File: src/rtl/fwd_scoreboard_pkg.sv
`default_nettype none
// =============================================================================
// Module   : fwd_scoreboard_pkg
// Purpose  : Shared entry layout and register-field constants for the scoreboard.
// Revision : 1.0
// =============================================================================
package fwd_scoreboard_pkg;

    localparam int          REG_AW   = 5;
    localparam logic [4:0]  REG_ZERO = 5'd0;

    typedef struct packed {
        logic              valid;
        logic [REG_AW-1:0] rd;
        logic              we;
        logic              load;
    } entry_t;

endpackage : fwd_scoreboard_pkg
`default_nettype wire

File: src/rtl/fwd_match.sv
`default_nettype none
// =============================================================================
// Module   : fwd_match
// Purpose  : Youngest-first forwarding search for one decode operand.
// Revision : 1.0
// =============================================================================
module fwd_match
    import fwd_scoreboard_pkg::*;
#(
    parameter int XLEN     = 32,
    parameter int NSTAGE   = 3,
    parameter int LOAD_LAT = 2
) (
    input  entry_t [NSTAGE-1:0]      entries_i,
    input  logic   [REG_AW-1:0]      rs_i,
    input  logic   [NSTAGE*XLEN-1:0] stage_result_i,
    input  logic   [XLEN-1:0]        source_i,
    output logic   [XLEN-1:0]        data_o,
    output logic                     hazard_o
);

    logic w_found;

    // The first live entry decides; an unavailable load hides older producers.
    always_comb begin
        data_o   = source_i;
        hazard_o = 1'b0;
        w_found  = 1'b0;
        for (int i = 0; i < NSTAGE; i++) begin
            if (!w_found && entries_i[i].valid && entries_i[i].we &&
                (entries_i[i].rd == rs_i) && (rs_i != REG_ZERO)) begin
                w_found = 1'b1;
                if (!entries_i[i].load || (i >= LOAD_LAT)) begin
                    data_o = stage_result_i[i*XLEN +: XLEN];
                end else begin
                    hazard_o = 1'b1;
                end
            end
        end
    end

endmodule : fwd_match
`default_nettype wire

File: src/rtl/fwd_scoreboard.sv
`default_nettype none
// =============================================================================
// Module   : fwd_scoreboard
// Purpose  : In-flight destination tracking, operand forwarding and load-use stall.
// Revision : 1.0
// =============================================================================
module fwd_scoreboard
    import fwd_scoreboard_pkg::*;
#(
    parameter int XLEN     = 32,
    parameter int NSTAGE   = 3,
    parameter int LOAD_LAT = 2,
    parameter int CNTW     = 16
) (
    input  logic                     clk,
    input  logic                     rst_n,
    input  logic                     issue_valid,
    input  logic [REG_AW-1:0]        issue_rd,
    input  logic                     issue_we,
    input  logic                     issue_load,
    input  logic                     flush,
    input  logic [REG_AW-1:0]        rs1D,
    input  logic [REG_AW-1:0]        rs2D,
    input  logic                     rs1_use,
    input  logic                     rs2_use,
    input  logic [XLEN-1:0]          source1D,
    input  logic [XLEN-1:0]          source2D,
    input  logic [NSTAGE*XLEN-1:0]   stage_result,
    output logic [XLEN-1:0]          reg_data1D,
    output logic [XLEN-1:0]          reg_data2D,
    output logic                     stallD,
    output logic [CNTW-1:0]          stall_cnt
);

    entry_t [NSTAGE-1:0] entries_q;
    entry_t [NSTAGE-1:0] entries_d;
    logic   [CNTW-1:0]   stall_cnt_q;
    logic   [CNTW-1:0]   stall_cnt_d;
    logic                w_hazard1;
    logic                w_hazard2;

    fwd_match #(.XLEN(XLEN), .NSTAGE(NSTAGE), .LOAD_LAT(LOAD_LAT)) u_match1 (
        .entries_i      (entries_q),
        .rs_i           (rs1D),
        .stage_result_i (stage_result),
        .source_i       (source1D),
        .data_o         (reg_data1D),
        .hazard_o       (w_hazard1)
    );

    fwd_match #(.XLEN(XLEN), .NSTAGE(NSTAGE), .LOAD_LAT(LOAD_LAT)) u_match2 (
        .entries_i      (entries_q),
        .rs_i           (rs2D),
        .stage_result_i (stage_result),
        .source_i       (source2D),
        .data_o         (reg_data2D),
        .hazard_o       (w_hazard2)
    );

    assign stallD    = (rs1_use & w_hazard1) | (rs2_use & w_hazard2);
    assign stall_cnt = stall_cnt_q;

    // A stalled or flushed issue leaves a bubble in E; upstream re-presents it.
    always_comb begin
        entries_d = '0;
        if (issue_valid && !stallD && !flush) begin
            entries_d[0].valid = 1'b1;
            entries_d[0].rd    = issue_rd;
            entries_d[0].we    = issue_we;
            entries_d[0].load  = issue_load;
        end
        for (int i = 1; i < NSTAGE; i++) begin
            entries_d[i] = entries_q[i-1];
        end
        stall_cnt_d = stall_cnt_q;
        if (stallD && (stall_cnt_q != {CNTW{1'b1}})) begin
            stall_cnt_d = stall_cnt_q + 1'b1;
        end
    end

    always_ff @(posedge clk) begin
        if (!rst_n) begin
            entries_q   <= '0;
            stall_cnt_q <= '0;
        end else begin
            entries_q   <= entries_d;
            stall_cnt_q <= stall_cnt_d;
        end
    end

endmodule : fwd_scoreboard
`default_nettype wire
File: config.mk
export PLATFORM = sky130hd
export DESIGN_NAME = fwd_scoreboard
export DESIGN_NICKNAME = d
export VERILOG_FILES = /design/src/rtl/fwd_scoreboard_pkg.sv /design/src/rtl/fwd_match.sv /design/src/rtl/fwd_scoreboard.sv
export SDC_FILE = /design/constraint.sdc
export NUM_CORES = 1
export LEC_CHECK = 0
export BUFFER_PORTS_ARGS = -buffer_cell sky130_fd_sc_hd__buf_2
export CAP_MARGIN = 20
export CORE_AREA = 4 4 126 92
export DETAILED_ROUTE_END_ITERATION = 16
export DIE_AREA = 0 0 130 96
export PLACE_DENSITY = 0.81
export SETUP_SLACK_MARGIN = 0.5
export SKIP_LAST_GASP = 1
export SYNTH_ARGS = -nofsm -noshare
export SYNTH_HDL_FRONTEND = slang
export SYNTH_SLANG_ARGS = --single-unit
export TNS_END_PERCENT = 10
File: constraint.sdc
create_clock -name clk -period 2.8 [get_ports clk]
set_clock_uncertainty 0.15 [all_clocks]
set_input_delay 0.42 -clock clk [delete_from_list [all_inputs] [get_ports clk]]
set_output_delay 0.42 -clock clk [all_outputs]
set_load 0.01 [all_outputs]
==> run metrics <==
status complete, but fails checks; failing checks setup timing; Cells on Worst Hold Path 2; Routed wire per std cell between 15 and 20 um; hold violation count in the final report 0; CTS H-Tree Depth 2; number of max-slew violations in the final report 0; remaining global-route overflow 0; Power Density between 200 and 250 mW/mm^2; clock latency on the worst-skew pair approximately 280 ps; main flop type after synthesis sky130_fd_sc_hd__dfxtp_1; Final Critical Period about 3200 ps; maximum net fanout on the critical path 8; highest achievable clock rate around 0.32 GHz; count of nets left with antenna violations after detail routing 0; setup slack, reg-to-reg ~20 ps; met2 routed wirelength just under 9000 um; sum of met3 wire segment lengths after detailed routing roughly 1800 um; number of warnings issued by yosys 0; async set or reset register ratio after synthesis 0%; unrepaired setup endpoints after global routing yes; sequential area share after synthesis roughly a fifth; required time worst endpoint between 2000 and 2500 ps; number of search-and-repair iterations in the first detailed-routing pass 5; number of global-route vias before repair approximately 4.7k; floorplan die width approximately 130 um; capture instance of the worst register-to-register path stall_cnt[15]; maximum count of clock buffers along a single path 2; cell types with the highest counts after synthesis sky130_fd_sc_hd__nand2_1, sky130_fd_sc_hd__o21ai_0, sky130_fd_sc_hd__mux2i_1; filler cell count in the final layout 885; share of layout cells above drive strength 1 a little under half; source of the worst register-to-register timing path entries_d[20]; Area Overhead vs Synth 62.2%; global routing usage summed across all routing layers between 20% and 30%; area of the die ~0.012 mm^2; critical setup path kind in -> out; TritonCTS Sinks 39; kind of launch point of the worst setup path input pin; number of nets in the final layout between 1k and 1.5k; transition time of the tightest slew-check pin between 500 and 600 ps; DP Area ~0.0057 mm^2; overall die height 96 um; Row Count 31; final setup margin -374 ps; cells after synthesis roughly 530; class of the most critical hold timing path in -> reg; post-detail-place hpwl ~13,000 um; count of hold buffers inserted by post-cts repair 0; per-instance average area after synthesis 7.38 um^2; Arrival @ worst endpoint around 2600 ps; total leakage power between 3 and 4 nW; final setup fails 65; number of violations reported at the end of detailed-routing iteration 0 360; final routed wirelength across all metal layers about 18,000 um; routed vias/inst ~5.5; number of enable-type register cells in the synthesized netlist 0; number of max-capacitance violations reported 0; initial antenna violation count 0; Met1 Wirelength approximately 7300 um; type of destination of the critical path output port; starting utilization of the core area 38.4%; post-route design area between 0.006 and 0.007 mm^2; cell with the most instances after synthesis sky130_fd_sc_hd__nand2_1; top cells by area, synth sky130_fd_sc_hd__dfxtp_1, sky130_fd_sc_hd__mux2i_1, sky130_fd_sc_hd__o21ai_0; number of cells on the worst reg-to-reg path 9; Min-Delay Endpoint entries_d[12]; Core Util, Final between 60 and 70%; Yosys cell types 49; number of primary I/O pins 264; period utilisation layout 113%; leading area contributor after synthesis sky130_fd_sc_hd__dfxtp_1; buffer cell driving the clock tree root sky130_fd_sc_hd__clkbuf_16; syn nets roughly 700; Highest Signal Layer met4; placeable core area a little over 0.01 mm^2; IR Drop Worst-Case VDD 0.324 mV; first-pass GRT wire length ~24,000 um; CTS buffer count 5; TritonCTS clock tree yes; total DRC errors in the routed layout 0; Hold Startpoint issue_rd[2]; pin count of the biggest net entering global routing 63; final weighted congestion of routability-driven global placement 0.933; top cell type's share of synthesized area 19.8%; Seq cells post-synth 39; count of input and output buffers between 200 and 300; clock-pin slew on the worst setup and hold paths roughly 60 ps; Syn Std Cell Area just under 0.004 mm^2; via count between 5k and 6k; normalized max-slew margin between 60% and 70%
## through the flow
| step | setup TNS (ps) | total power [mW] | setup WS (ps) | cells | hold WS [ps] |
|---|---|---|---|---|---|
| floorplan | -2990 | 0.732 | -128 | 533 | 280 |
| global placement | -20430 | 0.966 | -399 | 935 | 287 |
| detailed placement | -22130 | 0.974 | -425 | 935 | 296 |
| CTS | -17540 | 1.55 | -373 | 945 | 186 |
| global route | -26870 | 1.64 | -466 | 964 | 188 |
| finish | -18990 | 1.56 | -374 | 965 | 188 |
## timing repair
item	4_1_cts	5_1_grt
buffers inserted	2	9
resized for setup	15	34
pin swaps	4	8
endpoints found under the setup margin	89	89
gates cloned	1	10
## cells in the final DEF, fill, tap and decap left out, types with 3 or more instances in the layout
| master | count |
|---|---|
| sky130_fd_sc_hd__o31ai_1 | 3 |
| sky130_fd_sc_hd__nand2_2 | 3 |
| sky130_fd_sc_hd__buf_12 | 10 |
| sky130_fd_sc_hd__o21ai_1 | 34 |
| sky130_fd_sc_hd__and2_1 | 24 |
| sky130_fd_sc_hd__clkbuf_16 | 14 |
| sky130_fd_sc_hd__xnor2_1 | 14 |
| sky130_fd_sc_hd__o21ai_0 | 40 |
| sky130_fd_sc_hd__o21ai_2 | 4 |
| sky130_fd_sc_hd__mux2_2 | 22 |
| sky130_fd_sc_hd__inv_1 | 5 |
| sky130_fd_sc_hd__buf_4 | 40 |
| sky130_fd_sc_hd__nor4_4 | 4 |
| sky130_fd_sc_hd__dfxtp_1 | 37 |
| sky130_fd_sc_hd__nand2_1 | 78 |
| sky130_fd_sc_hd__nand2_4 | 3 |
| sky130_fd_sc_hd__nor2_1 | 32 |
| sky130_fd_sc_hd__or4_4 | 3 |
| sky130_fd_sc_hd__nand3_1 | 9 |
| sky130_fd_sc_hd__a21oi_1 | 31 |
| sky130_fd_sc_hd__nand4_1 | 7 |
| sky130_fd_sc_hd__nand2b_1 | 7 |
| sky130_fd_sc_hd__buf_2 | 261 |
| sky130_fd_sc_hd__o22a_1 | 9 |
| sky130_fd_sc_hd__or3_1 | 5 |
| sky130_fd_sc_hd__mux2i_1 | 63 |
| sky130_fd_sc_hd__nor4b_2 | 3 |
| sky130_fd_sc_hd__a21boi_1 | 5 |
| sky130_fd_sc_hd__xor2_1 | 13 |
| sky130_fd_sc_hd__buf_6 | 8 |
## critical path, cell delays in order
cell and delay [ps]:
sky130_fd_sc_hd__buf_6 90, sky130_fd_sc_hd__or4_4 540, sky130_fd_sc_hd__nor2_4 150, sky130_fd_sc_hd__buf_6 110
sky130_fd_sc_hd__nand3b_1 120, sky130_fd_sc_hd__nand3b_1 110, sky130_fd_sc_hd__buf_4 170, sky130_fd_sc_hd__buf_12 140
sky130_fd_sc_hd__buf_4 140, sky130_fd_sc_hd__nor2_1 130, sky130_fd_sc_hd__a21oi_1 70, sky130_fd_sc_hd__mux2_2 260
sky130_fd_sc_hd__buf_2 140
## logic make-up after synthesis
group	share of synthesized area [%]
DFF	19.8
xor gates and xnor gates	6.23
muxes	22.6
and+or+nand+nor	26.5
buffers and inverters	4.45
AOI/OAI and AO/OA	20.1
adders and majority gates	0.318
## power by group
group	switching [mW]	internal, mW
sequential	0.00575	0.562
combinational	0.203	0.219
clock	0.217	0.352
total	0.426	1.13
## sequential cells by signal (all words and copies together), names as in the netlist
signal     flops
stall_cnt     16
entries_q      7
entries_d     16
## metal layers
metal  GRT usage [%]  up-vias
li1                -     2496
met1            30.4     2438
met2            41.7      322
met3            4.22       42
met4            5.02        0
met5               0        -
## area by class of cell
type	instances	area (um^2)	share of cell area, %
Antenna cell	1	2.50	0.0392
Clock buffer	6	139	2.18
Clock inverter	1	8.76	0.137
Inverter	5	18.8	0.294
Multi-Input combinational cell	451	3100	48.6
Sequential cell	39	783	12.3
Tap cell	132	165	2.59
Timing Repair Buffer	330	2160	33.9
## how the worst max path moves through the flow
| stage | from | endpoint | depth (start not counted) |
|---|---|---|---|
| floorplan | rs1D[4] | reg_data1D[22] | 9 |
| global placement | rs1D[4] | reg_data1D[0] | 10 |
| detailed placement | rs2D[3] | reg_data2D[9] | 10 |
| CTS | entries_d[22] | reg_data1D[0] | 9 |
| global route | rs2D[2] | reg_data2D[8] | 13 |
| finish | rs2D[1] | reg_data2D[8] | 13 |
(Power assumes the default switching activity.)
